==> config.mk <==
export PLATFORM = sky130hd
export DESIGN_NAME = uart_rx_stream
export DESIGN_NICKNAME = d
export VERILOG_FILES = /design/src/rtl/uart_pkg.sv /design/src/rtl/uart_rx_fifo.sv /design/src/rtl/uart_rx_stream.sv
export SDC_FILE = /design/constraint.sdc
export NUM_CORES = 1
export LEC_CHECK = 0
export CORE_UTILIZATION = 40
export CTS_CLUSTER_DIAMETER = 200
export DETAILED_ROUTE_END_ITERATION = 10
export HOLD_SLACK_MARGIN = 0.1
export SKIP_CTS_REPAIR_TIMING = 1
export SLEW_MARGIN = 10
export SYNTH_ARGS = -nofsm -noshare
export SYNTH_HDL_FRONTEND = slang
export SYNTH_SLANG_ARGS = --single-unit
==> constraint.sdc <==
create_clock -name clk -period 2.9 [get_ports clk]
set_clock_uncertainty 0.05 [all_clocks]
set_input_delay 0.58 -clock clk [delete_from_list [all_inputs] [get_ports clk]]
set_output_delay 0.58 -clock clk [all_outputs]
set_load 0.1 [all_outputs]
==> src/rtl/uart_pkg.sv <==
// Shared types for the UART receiver: parity modes, receiver states and the
// layout of a received word, which is packed as {ferr, perr, data}.
package uart_pkg;

  typedef enum logic [1:0] {
    PAR_NONE = 2'd0,
    PAR_ODD  = 2'd1,
    PAR_EVEN = 2'd2
  } parity_e;

  typedef enum logic [2:0] {
    ST_IDLE   = 3'd0,
    ST_START  = 3'd1,
    ST_DATA   = 3'd2,
    ST_PARITY = 3'd3,
    ST_STOP   = 3'd4,
    ST_BREAK  = 3'd5
  } rx_state_e;

  function automatic int rx_word_width(input int data_bits);
    return data_bits + 2;
  endfunction

  function automatic int rx_perr_pos(input int data_bits);
    return data_bits;
  endfunction

  function automatic int rx_ferr_pos(input int data_bits);
    return data_bits + 1;
  endfunction

endpackage

==> src/rtl/uart_rx_fifo.sv <==
// Small synchronous FIFO for received words; a push and a pop in the same
// cycle both succeed even when full.
module uart_rx_fifo #(
  parameter int WIDTH = 10,
  parameter int DEPTH = 4
) (
  input  logic             clk,
  input  logic             rstn,
  input  logic             push,
  input  logic [WIDTH-1:0] din,
  input  logic             pop,
  output logic [WIDTH-1:0] dout,
  output logic             full,
  output logic             empty
);
  localparam int AW  = $clog2(DEPTH);
  localparam int CNW = AW + 1;
  localparam logic [CNW-1:0] FULL_CNT = CNW'(DEPTH);

  logic [WIDTH-1:0] mem_q [DEPTH];
  logic [WIDTH-1:0] mem_d [DEPTH];
  logic [AW-1:0]    wr_q, wr_d, rd_q, rd_d;
  logic [CNW-1:0]   cnt_q, cnt_d;
  logic             wr_en, rd_en;

  assign full  = (cnt_q == FULL_CNT);
  assign empty = (cnt_q == '0);
  assign rd_en = pop & ~empty;
  assign wr_en = push & (~full | rd_en);
  assign dout  = mem_q[rd_q];

  always_comb begin
    mem_d = mem_q;
    wr_d  = wr_q;
    rd_d  = rd_q;
    cnt_d = cnt_q;
    if (wr_en) begin
      mem_d[wr_q] = din;
      wr_d        = wr_q + 1'b1;
    end
    if (rd_en) rd_d = rd_q + 1'b1;
    case ({wr_en, rd_en})
      2'b10:   cnt_d = cnt_q + 1'b1;
      2'b01:   cnt_d = cnt_q - 1'b1;
      default: cnt_d = cnt_q;
    endcase
  end

  always_ff @(posedge clk) begin
    if (!rstn) begin
      mem_q <= '{default: '0};
      wr_q  <= '0;
      rd_q  <= '0;
      cnt_q <= '0;
    end else begin
      mem_q <= mem_d;
      wr_q  <= wr_d;
      rd_q  <= rd_d;
      cnt_q <= cnt_d;
    end
  end

endmodule

==> src/rtl/uart_rx_stream.sv <==
// Parametrised UART receiver: words tagged with parity/framing errors drain via valid/ready.
// Build option UART_RX_MAJORITY_EN: 2-of-3 vote around each bit centre (decision one cycle later).
module uart_rx_stream
  import uart_pkg::*;
#(
  parameter int      CLK_PER_HALF_BIT = 5208,
  parameter int      DATA_BITS        = 8,
  parameter parity_e PARITY           = PAR_NONE,
  parameter int      STOP_BITS        = 1,
  parameter int      FIFO_DEPTH       = 4
) (
  input  logic                 clk,
  input  logic                 rstn,
  input  logic                 rxd,
  output logic [DATA_BITS-1:0] m_data,
  output logic                 m_perr,
  output logic                 m_ferr,
  output logic                 m_valid,
  input  logic                 m_ready,
  output logic                 overrun,
  input  logic                 clr_ovr,
  output logic                 busy
);
  // state     | meaning
  // ST_IDLE   | line idle, waiting for rxs low
  // ST_START  | confirming the start bit at its centre
  // ST_DATA   | sampling data bits, LSB first
  // ST_PARITY | sampling the parity bit
  // ST_STOP   | sampling stop bits, word pushed after the last one
  // ST_BREAK  | last stop bit was low; waiting for the line to return high

  localparam int CW   = $clog2(2 * CLK_PER_HALF_BIT);
  localparam int WW   = rx_word_width(DATA_BITS);
  localparam int PPOS = rx_perr_pos(DATA_BITS);
  localparam int FPOS = rx_ferr_pos(DATA_BITS);
  localparam logic [CW-1:0] CNT_LAST  = CW'(2 * CLK_PER_HALF_BIT - 1);
  localparam logic [3:0]    DATA_LAST = 4'(DATA_BITS - 1);
  localparam logic [3:0]    STOP_LAST = 4'(STOP_BITS - 1);
`ifdef UART_RX_MAJORITY_EN
  localparam logic [CW-1:0] CNT_SMP = CW'(CLK_PER_HALF_BIT);
`else
  localparam logic [CW-1:0] CNT_SMP = CW'(CLK_PER_HALF_BIT - 1);
`endif

  logic                 meta_q, meta_d, rxs_q, rxs_d;
  rx_state_e            state_q, state_d;
  logic [CW-1:0]        cnt_q, cnt_d;
  logic [3:0]           bit_q, bit_d;
  logic [DATA_BITS-1:0] shift_q, shift_d;
  logic                 perr_q, perr_d, ferr_q, ferr_d;
  logic                 push_q, push_d;
  logic                 ovr_q, ovr_d;
  logic                 smp_en, smp_val, par_exp;
  logic                 fifo_full, fifo_empty, pop;
  logic [WW-1:0]        fifo_dout;

`ifdef UART_RX_MAJORITY_EN
  logic [1:0] hist_q, hist_d;

  always_comb hist_d = {hist_q[0], rxs_q};

  always_ff @(posedge clk) begin
    if (!rstn) hist_q <= 2'b11;
    else       hist_q <= hist_d;
  end

  // hist_q holds rxs at centre-1 and centre when cnt is at centre+1
  assign smp_val = (hist_q[1] & hist_q[0]) | (hist_q[1] & rxs_q) | (hist_q[0] & rxs_q);
`else
  assign smp_val = rxs_q;
`endif

  assign smp_en  = (cnt_q == CNT_SMP);
  assign par_exp = (^shift_q) ^ (PARITY == PAR_ODD);

  always_comb begin
    meta_d  = rxd;
    rxs_d   = meta_q;
    state_d = state_q;
    cnt_d   = (cnt_q == CNT_LAST) ? '0 : cnt_q + 1'b1;
    bit_d   = bit_q;
    shift_d = shift_q;
    perr_d  = perr_q;
    ferr_d  = ferr_q;
    push_d  = 1'b0;
    ovr_d   = (ovr_q & ~clr_ovr) | (push_q & fifo_full & ~pop);
    unique case (state_q)
      ST_IDLE: begin
        cnt_d = '0;
        if (!rxs_q) begin
          state_d = ST_START;
          bit_d   = '0;
          perr_d  = 1'b0;
          ferr_d  = 1'b0;
        end
      end
      ST_START: begin
        if (smp_en) state_d = smp_val ? ST_IDLE : ST_DATA;
      end
      ST_DATA: begin
        if (smp_en) begin
          shift_d = {smp_val, shift_q[DATA_BITS-1:1]};
          if (bit_q == DATA_LAST) begin
            bit_d   = '0;
            state_d = (PARITY == PAR_NONE) ? ST_STOP : ST_PARITY;
          end else begin
            bit_d = bit_q + 1'b1;
          end
        end
      end
      ST_PARITY: begin
        if (smp_en) begin
          perr_d  = (smp_val != par_exp);
          state_d = ST_STOP;
        end
      end
      ST_STOP: begin
        if (smp_en) begin
          ferr_d = ferr_q | ~smp_val;
          if (bit_q == STOP_LAST) begin
            push_d  = 1'b1;
            state_d = smp_val ? ST_IDLE : ST_BREAK;
          end else begin
            bit_d = bit_q + 1'b1;
          end
        end
      end
      ST_BREAK: begin
        cnt_d = '0;
        if (rxs_q) state_d = ST_IDLE;
      end
      default: state_d = ST_IDLE;
    endcase
  end

  always_ff @(posedge clk) begin
    if (!rstn) begin
      meta_q  <= 1'b1;
      rxs_q   <= 1'b1;
      state_q <= ST_IDLE;
      cnt_q   <= '0;
      bit_q   <= '0;
      shift_q <= '0;
      perr_q  <= 1'b0;
      ferr_q  <= 1'b0;
      push_q  <= 1'b0;
      ovr_q   <= 1'b0;
    end else begin
      meta_q  <= meta_d;
      rxs_q   <= rxs_d;
      state_q <= state_d;
      cnt_q   <= cnt_d;
      bit_q   <= bit_d;
      shift_q <= shift_d;
      perr_q  <= perr_d;
      ferr_q  <= ferr_d;
      push_q  <= push_d;
      ovr_q   <= ovr_d;
    end
  end

  assign pop = ~fifo_empty & m_ready;

  // Flags and data stay in their registers through the push cycle.
  uart_rx_fifo #(
    .WIDTH(WW),
    .DEPTH(FIFO_DEPTH)
  ) u_fifo (
    .clk  (clk),
    .rstn (rstn),
    .push (push_q),
    .din  ({ferr_q, perr_q, shift_q}),
    .pop  (pop),
    .dout (fifo_dout),
    .full (fifo_full),
    .empty(fifo_empty)
  );

  assign m_data  = fifo_dout[DATA_BITS-1:0];
  assign m_perr  = fifo_dout[PPOS];
  assign m_ferr  = fifo_dout[FPOS];
  assign m_valid = ~fifo_empty;
  assign overrun = ovr_q;
  assign busy    = (state_q != ST_IDLE) && (state_q != ST_BREAK);

endmodule

* Yosys cells after proc, flatten, opt, wreduce, memory -nomap -nowiden
Index checks and enable logic that the tools add are counted.
Storage, ports and cells: register bits after elaboration 82, output and inout bits 13, input bits 5, word-level logic and storage cells 113
Operators by class: equal/unequal tests 22, magnitude comparators 3, bitwise gates (word level) 17, add/sub/neg operators 6, mux-type cells 30, reduce and logical (&&, ||, !) cells 18
Operators with widths (count):
- 40-bit bitwise mux | 1
- 10-bit 2-to-1 mux | 3
- 3-bit 2-to-1 mux | 9
- 10-bit binary-select mux with 2-bit select | 1
- 10-bit demux with 2-bit select | 1
- 4-bit 2-to-1 mux | 5
- 2-bit != test, second input constant | 9
- 3-bit one-hot mux with 6 select lines | 1
- 14-bit by 1-bit adder with 14-bit output, second input constant | 1
- 14-bit by 13-bit equality test with 1-bit output, second input constant | 1
- 14-bit equality test, second input constant | 1
- 4-bit one-hot mux with 3 select lines | 1
- 3-bit equality test, second input constant | 3
- 3-bit AND reduction | 3
- 8-bit AND reduction | 1
- 8-bit XOR reduction | 1
- 1-bit AND | 6
- 3-bit by 2-bit equality test with 1-bit output, second input constant | 2
- 3-bit greater-or-equal comparator, second input constant | 2
- 3-bit zero test | 2
- 1-bit inverter | 6
- 2-bit inverter with 3-bit output | 2
- 3-bit one-hot mux with 2 select lines | 1
- 2-bit nonzero test | 3
- 21 further kinds | 30

* Logic depth before layout (Yosys ltp)
Gate-level depths: netlist (run 1).
depth in word-level cells 8, gate-level depth with buffers 11, mapped depth without buffers 9

* Modules after synthesis
A second synthesis (run 1) with hierarchy kept.
Second synthesis, totals: cell total of the unflattened synthesis 407, area total of the unflattened synthesis 3941.3 µm²
By module, submodules not included:
- uart_rx_fifo | cells an instance 204, area each 2182.1 µm², seq. area each 940.9 µm², times used 1
- uart_rx_stream | cells an instance 203, area each 1759.2 µm², seq. area each 700.7 µm², times used 1

* Least setup slack after synthesis (run 1)
OpenSTA, ideal clock, no wires.
path kind input-to-reg, start point in m_ready, end point reg u_fifo.cnt_q[2], buffers on the path 2, cell stages on the path 11, data arrival time 2.619 ns, data required time 2.774 ns, setup slack 0.155 ns, library setup time 0.076 ns, path through nor4b_1 nor2b_1 clkbuf_1 clkbuf_1 inv_1 ha_1 inv_1 fa_1 xor2_1 or3_1 a21boi_0
Between the ends: cells in the longest elaborated chain, start to end 6
RTL lines:
- start: declaration | RTL line uart_rx_stream.sv:19 | input logic m_ready,
- 1-bit AND * | RTL line uart_rx_stream.sv:162 | assign pop = ~fifo_empty & m_ready;
- 1-bit AND * | RTL line uart_rx_fifo.sv:28 | assign rd_en = pop & ~empty;
- 1-bit bitwise OR | RTL line uart_rx_fifo.sv:29 | assign wr_en = push & (~full | rd_en);
- 1-bit AND | RTL line uart_rx_fifo.sv:29
- 2-bit by 1-bit equality test with 1-bit output / 2-bit equality test (equally long branches) | RTL line uart_rx_fifo.sv:42 | case ({wr_en, rd_en})
- 3-bit one-hot mux with 2 select lines / 2-bit nonzero test (equally long branches)
- end signal: assignment | RTL line uart_rx_fifo.sv:59 | cnt_q <= cnt_d;
- end: declaration | RTL line uart_rx_fifo.sv:23 | logic [CNW-1:0] cnt_q, cnt_d;
Mark *: on every way between the ends. The rest lies on a longest branch, timed or not. A chain may end at the register's enable or synchronous reset.

* Worst setup path after layout (run 1)
Ends and elaborated chain as after synthesis.

==> impl_metrics.ini, run 1 <==
[run]
reported_max_cap_violation_count = 0

[global_route]
grt_max_degree = 47
grt_overflow_total = 0
grt.total_usage_pct = 17.1
via_count_of_the_first_global_routing_pass = 2903
grt_pass1_wl_mm = 13.8
antenna_found_initial = 0

[synth]
synthesis.area_per_instance_um2 = 9.06
yosysWarningCount = 0
synth_sequential_area_ratio_pct = 41.5
number_of_enable_type_register_cells_in_the_synthesized_netlist = 0
synthDominantCellAreaShare_pct = 41.5
synthesis.nets = 451
ys_types = 52
synth.area.top_cells = sky130_fd_sc_hd__dfxtp_1, sky130_fd_sc_hd__a21boi_0, sky130_fd_sc_hd__nand3_1, sky130_fd_sc_hd__mux4_2, sky130_fd_sc_hd__nand2_1
ys.flop_type = sky130_fd_sc_hd__dfxtp_1
synth_async_sr_flop_share_pct = 0
mappedNetlistArea_mm2 = 0.00396
syn-instance-count = 437
post-synth-top-area-cell = sky130_fd_sc_hd__dfxtp_1
ys_ff_latch = 82

[final_layout]
area.sequential_mm2 = 0.00164
fillers = 935
area_growth_pct = 13.2
antenna_cell_count = 0
drive_gt1_share_pct = 12.8
fin_cells = 575
finish.instance_area_mm2 = 0.00448
finalNetCount = 455
multi_input_area_mm2 = 0.00212
final_core_utilization_pct = 47.6

[floorplanning]
core_region_area_mm2 = 0.00942
die_width_um = 102
total_i_o_pin_count = 18
die_h_um = 102
floorplan.rows = 35
floorplan.initialDensity_pct = 42.1
floorplan.die_area_mm2 = 0.0103

[min_path]
worst_hold_startpoint = meta_q$_SDFF_PN1_
end_of_the_worst_hold_path = rxs_q$_SDFF_PN1_
holdCritPathClass = register to register
cell_depth_of_the_worst_min_delay_path = 1

[place]
portBuffers = 17
finalWeightedCongestion = 0.750
dpl.hpwl_mm = 5.22
placed_cell_count = 559
placed_area_mm2 = 0.00424

[critical_path]
r2r.worst_path.cells = 9
worst_setup_sp_type = input port
slowest_stage = sky130_fd_sc_hd__clkdlybuf4s50_1
regToRegStartpoint = u_fifo.cnt_q[1]$_SDFFE_PN0P_
timing.critical_path.max_delay_family = simple AND/OR/NAND/NOR gates
cp_cell_sequence = clkdlybuf4s50_1 -> nor4b_1 -> nor2b_2 -> inv_1 -> ha_1 -> inv_1 -> fa_1 -> xor2_1 -> or3_1 -> a21boi_0
worst_r2r_endpoint = u_fifo.cnt_q[2]$_SDFFE_PN0P_
arrival_ns = 2.74
worstPathBufferInverterCount = 3
peak_fanout_along_the_critical_path = 2
slowest_delay_ns = 0.41
critPathMostFrequentCell = sky130_fd_sc_hd__inv_1
critical_path_required_ns = 3.12
r2r_setup_slack_ns = 0.63
timing.critical_path.from = m_ready
setup.worst_path.class = input port to register
worstSetupEndpointType = register

[cts]
max-clock-path-buffers = 2
cts.reportedPaths.clkPinSlew_ns = 0.08
clock-root-buffer = sky130_fd_sc_hd__clkbuf_8
htree_num_levels = 3
cts_tree = yes
cts.sinks = 82
insertion_delay_ns = 0.35
number_of_buffers_inserted_during_clock_tree_synthesis = 9

[sta]
layout_worst_path_cycle_share_pct = 87.0
relSlewSlack_pct = 58.7
timing.fmax_ghz = 0.396
final.min_clock_period_ns = 2.52
final-max-slew-violation-count = 0
max_slew.worst_pin.slew_ns = 0.619
unrepaired_setup_endpoints_after_global_routing = false
final_hold_viol_count = 0
fin_hold_ws_ns = 0.369
setup_viols_final = 0

[power]
sequential_power_share_pct = 49.6
totalPowerFinal_uw = 2360
switchingPower_uw = 557
power.static_leakage_uw = 0.00146
combPwrFrac_pct = 7.9
cell_internal_power_uw = 1800
p_per_area_mw_per_mm2 = 526
maximum_ir_drop_on_the_vdd_rail_mv = 0.380
switching_share_pct = 23.6
clkPwrFrac_pct = 42.5

[drt]
total_length_of_routed_met2_wires_mm = 3.78
detail_route.wirelength.met1_mm = 3.74
detail_route.iter0.violations = 90
routed_via_density = 5.13
finalWirelength_mm = 7.91
route.detailed.drc = 0
wl_per_cell_um = 13.8
detailroute.wirelength.met3_um = 292
drt.antenna.violating_nets = 0
route.top_layer_used = met4
via_count = 2949
detail_route.first_pass.iterations = 4

[outcome]
outcome = finished clean
cell usage in the layout (no fill, tap or decap), drive strengths merged, types with 2 or more instances in the layout:
cell type,count
a21boi,45
a21oi,6
and2,7
buf,22
bufinv,3
clkbuf,12
clkdlybuf4s50,3
dfxtp,82
ha,8
inv,13
mux2i,11
mux4,10
nand2,60
nand2b,3
nand3,50
nand3b,3
nand4,3
nor2,27
nor2b,12
nor3,6
nor4,4
o21ai,4
or2b,2
or3,2
xnor2,19
xor2,8
cell usage after synthesis, types with 4 or more instances:
library cell                n
sky130_fd_sc_hd__a21boi_0  43
sky130_fd_sc_hd__nor2_1    27
sky130_fd_sc_hd__mux4_2    10
sky130_fd_sc_hd__ha_1       8
sky130_fd_sc_hd__dfxtp_1   82
sky130_fd_sc_hd__nor4_1     4
sky130_fd_sc_hd__a21oi_1    6
sky130_fd_sc_hd__nor3_1     4
sky130_fd_sc_hd__xor2_1     8
sky130_fd_sc_hd__buf_1      9
sky130_fd_sc_hd__nand3_1   50
sky130_fd_sc_hd__inv_1     13
sky130_fd_sc_hd__mux2i_1   11
sky130_fd_sc_hd__o21ai_0    4
sky130_fd_sc_hd__nor2b_1   12
sky130_fd_sc_hd__xnor2_1   19
sky130_fd_sc_hd__and2_1     7
sky130_fd_sc_hd__nand2_1   60
sky130_fd_sc_hd__clkbuf_1  17
stage by stage:
step | worst slack [ns] | setup TNS [ns]
6_report | 0.378 | 0
5_1_grt | 0.226 | 0
4_1_cts | 0.366 | 0
3_5_place_dp | -0.00340 | -0.00340
3_3_place_gp | 0.0770 | 0
2_1_floorplan | 0.155 | 0
power by group through the flow:
stage | clock network, uW | registers, uW | logic [uW]
floorplan | 0 | 1170 | 196
global placement | 0 | 1200 | 187
detailed placement | 0 | 1200 | 187
CTS | 1030 | 1170 | 189
global route | 1070 | 1170 | 206
finish | 1000 | 1170 | 185
sequential cells by signal, summed over array words and instances, names as in the netlist:
signal / cells
ferr_q: 1
state_q: 3
meta_q: 1
perr_q: 1
u_fifo.rd_q: 2
overrun: 1
u_fifo.cnt_q: 3
bit_q: 4
u_fifo.wr_q: 2
u_fifo.mem_q: 40
cnt_q: 14
shift_q: 8
rxs_q: 1
push_q: 1
cells by family after synthesis:
kind of cell	synth area share [%]
AO/OA/AOI/OAI	11.9
XOR/XNOR	5.97
adder cells (fa/ha/maj)	3.03
buffers and inverters	5.12
flip-flops	41.5
multiplexers	8.47
AND/OR/NAND/NOR	24.0
worst max path at each step:
stage	slack [ns]	to	cells past startpoint
floorplan	0.16	u_fifo.cnt_q[2]$_SDFFE_PN0P_	11
global placement	0.08	u_fifo.cnt_q[2]$_SDFFE_PN0P_	10
detailed placement	-0.003	u_fifo.cnt_q[2]$_SDFFE_PN0P_	10
CTS	0.37	u_fifo.cnt_q[2]$_SDFFE_PN0P_	10
global route	0.23	u_fifo.cnt_q[2]$_SDFFE_PN0P_	10
finish	0.38	u_fifo.cnt_q[2]$_SDFFE_PN0P_	10
layer usage:
metal  vias up  GRT usage (%)
li1       1495              -
met1      1405           21.5
met2        37           28.7
met3        12           4.76
met4         0           4.91
met5         -              0
area by class of cell:
cell class | instances | share of cell area [%]
flip-flops and latches | 82 | 36.6
multi-input cells | 310 | 47.3
well taps | 129 | 3.60
clock inverters | 4 | 2.21
repair buffers | 25 | 5.97
inverters | 13 | 1.09
clock buffers | 12 | 3.24
Note: power is estimated with default switching activity, not from simulation.
==> run 2: changes to the inputs <==
--- a/config.mk
+++ b/config.mk
@@ -5,10 +5,12 @@
 export SDC_FILE = /design/constraint.sdc
 export NUM_CORES = 1
 export LEC_CHECK = 0
-export CORE_UTILIZATION = 40
-export CTS_CLUSTER_DIAMETER = 200
+export CORE_UTILIZATION = 50
+export CTS_BUF_LIST = sky130_fd_sc_hd__clkbuf_4 sky130_fd_sc_hd__clkbuf_8 sky130_fd_sc_hd__clkbuf_16
+export CTS_CLUSTER_DIAMETER = 100
 export DETAILED_ROUTE_END_ITERATION = 10
 export HOLD_SLACK_MARGIN = 0.1
+export PLACE_DENSITY = 0.71
 export SKIP_CTS_REPAIR_TIMING = 1
 export SLEW_MARGIN = 10
 export SYNTH_ARGS = -nofsm -noshare
==> run 2 against run 1 <==
Net effect:
- utilization is 8.9 points higher
- cell count fell by 4.9%
- power decreased by 3.6%
- register-to-register slack got worse by 0.02 ns
- critical path depth did not move
- clock power is 9% lower
- critical path type unchanged
- largest power group unchanged
==> impl_metrics.ini, run 2 (same netlist as run 1, synthesis figures left out) <==
[global_route]
grt_max_degree = 47
grt_overflow_total = 0
via_count_of_the_first_global_routing_pass = 2812
grt.total_usage_pct = 20.2
antenna_found_initial = 0
grt_pass1_wl_mm = 13.2

[floorplanning]
floorplan.rows = 32
total_i_o_pin_count = 18
floorplan.initialDensity_pct = 51.5
floorplan.die_area_mm2 = 0.00828
die_h_um = 91.0
core_region_area_mm2 = 0.00769
die_width_um = 91.0

[sta]
fin_hold_ws_ns = 0.361
final.setup.tns_ns = 0
setup_viols_final = 0
timing.fmax_ghz = 0.392
final.min_clock_period_ns = 2.55
layout_worst_path_cycle_share_pct = 88.0
unrepaired_setup_endpoints_after_global_routing = false
relSlewSlack_pct = 59.1
final-max-slew-violation-count = 0
final_hold_viol_count = 0
max_slew.worst_pin.slew_ns = 0.613

[outcome]
outcome = finished clean

[power]
maximum_ir_drop_on_the_vdd_rail_mv = 0.392
p_per_area_mw_per_mm2 = 523
power.static_leakage_uw = 0.00143
totalPowerFinal_uw = 2270
switching_share_pct = 24.9
clkPwrFrac_pct = 39.9
sequential_power_share_pct = 50.7
switchingPower_uw = 566
cell_internal_power_uw = 1710
combPwrFrac_pct = 9.4

[drt]
route.detailed.drc = 0
drt.antenna.violating_nets = 0
finalWirelength_mm = 7.81
routed_via_density = 5.31
detail_route.first_pass.iterations = 4
detail_route.iter0.violations = 123
via_count = 2906
wl_per_cell_um = 14.3

[critical_path]
peak_fanout_along_the_critical_path = 2
setup.worst_path.class = input port to register
worstSetupEndpointType = register
arrival_ns = 2.77
worst_setup_sp_type = input port
critical_path_required_ns = 3.11

[final_layout]
drive_gt1_share_pct = 13.0
fillers = 726
area_growth_pct = 9.67
finish.instance_area_mm2 = 0.00434
largest-register = u_fifo.mem_q
layout_common_cells = sky130_fd_sc_hd__dfxtp_1, sky130_fd_sc_hd__nand2_1, sky130_fd_sc_hd__nand3_1
final_common_cell = sky130_fd_sc_hd__dfxtp_1
finalNetCount = 454
antenna_cell_count = 0
largest_register_ffs = 40
top_regs = u_fifo.mem_q: 40 flops, cnt_q: 14 flops, shift_q: 8 flops

[cts]
htree_num_levels = 3
insertion_delay_ns = 0.35
cts.sinks = 82
max-clock-path-buffers = 2
cts.reportedPaths.clkPinSlew_ns = 0.08
clock-root-buffer = sky130_fd_sc_hd__clkbuf_8
cts_tree = yes
number_of_buffers_inserted_during_clock_tree_synthesis = 9

[place]
dpl.hpwl_mm = 5.05
placed_area_mm2 = 0.00412
portBuffers = 17
finalWeightedCongestion = 0.775

[min_path]
holdCritPathClass = register to register

[run]
reported_max_cap_violation_count = 0
run 2: power groups by stage:
stage / clock (uW) / combinational (uW) / sequential [uW]
finish: 907 / 213 / 1150
global route: 984 / 235 / 1150
CTS: 936 / 216 / 1150
detailed placement: 0 / 215 / 1180
global placement: 0 / 212 / 1180
floorplan: 0 / 196 / 1170
run 2: layout make-up:
| type | instances | area [um^2] | area share (%) |
|---|---|---|---|
| Inverter | 13 | 48.8 | 1.12 |
| Timing Repair Buffer | 24 | 185 | 4.26 |
| Tap cell | 102 | 128 | 2.94 |
| Multi-Input combinational cell | 310 | 2120 | 48.8 |
| Sequential cell | 82 | 1640 | 37.8 |
| Clock buffer | 10 | 131 | 3.03 |
| Clock inverter | 6 | 90.1 | 2.07 |
run 2: routing by layer:
layer  share of wire, %  wire length (um)  global-route usage (%)
met1                 45              3530                    23.8
met2                 50              3870                    35.4
met3                4.4               343                    6.62
met4               0.83                65                    5.03
met5                  0                 0                       0
run 2: path summary, 6_finish.rpt:
path,startpoint,to,slack (ns),cells past startpoint
worst min register to register,meta_q$_SDFF_PN1_,rxs_q$_SDFF_PN1_,0.36,1
worst min-delay path,meta_q$_SDFF_PN1_,rxs_q$_SDFF_PN1_,0.36,1
worst max register to register,u_fifo.cnt_q[0]$_SDFFE_PN0P_,u_fifo.cnt_q[2]$_SDFFE_PN0P_,0.61,9
worst max-delay path,m_ready,u_fifo.cnt_q[2]$_SDFFE_PN0P_,0.35,10
run 2: stage by stage:
step | setup WS, ns | util, % | instances
after floorplan | 0.155 | - | 437
after global placement | 0.0654 | 53.6 | 531
after detailed placement | -0.0273 | 53.6 | 531
after CTS | 0.335 | 56.5 | 547
after global routing | 0.197 | 56.5 | 547
final | 0.347 | 56.5 | 547
run 2: critical path, cell delays in order:
cell and delay [ns]:
sky130_fd_sc_hd__clkdlybuf4s50_1 0.41, sky130_fd_sc_hd__nor4b_1 0.40, sky130_fd_sc_hd__nor2b_2 0.09, sky130_fd_sc_hd__inv_1 0.07, sky130_fd_sc_hd__ha_1 0.17, sky130_fd_sc_hd__inv_1 0.06
sky130_fd_sc_hd__fa_1 0.37, sky130_fd_sc_hd__xor2_1 0.16, sky130_fd_sc_hd__or3_1 0.30, sky130_fd_sc_hd__a21boi_0 0.16
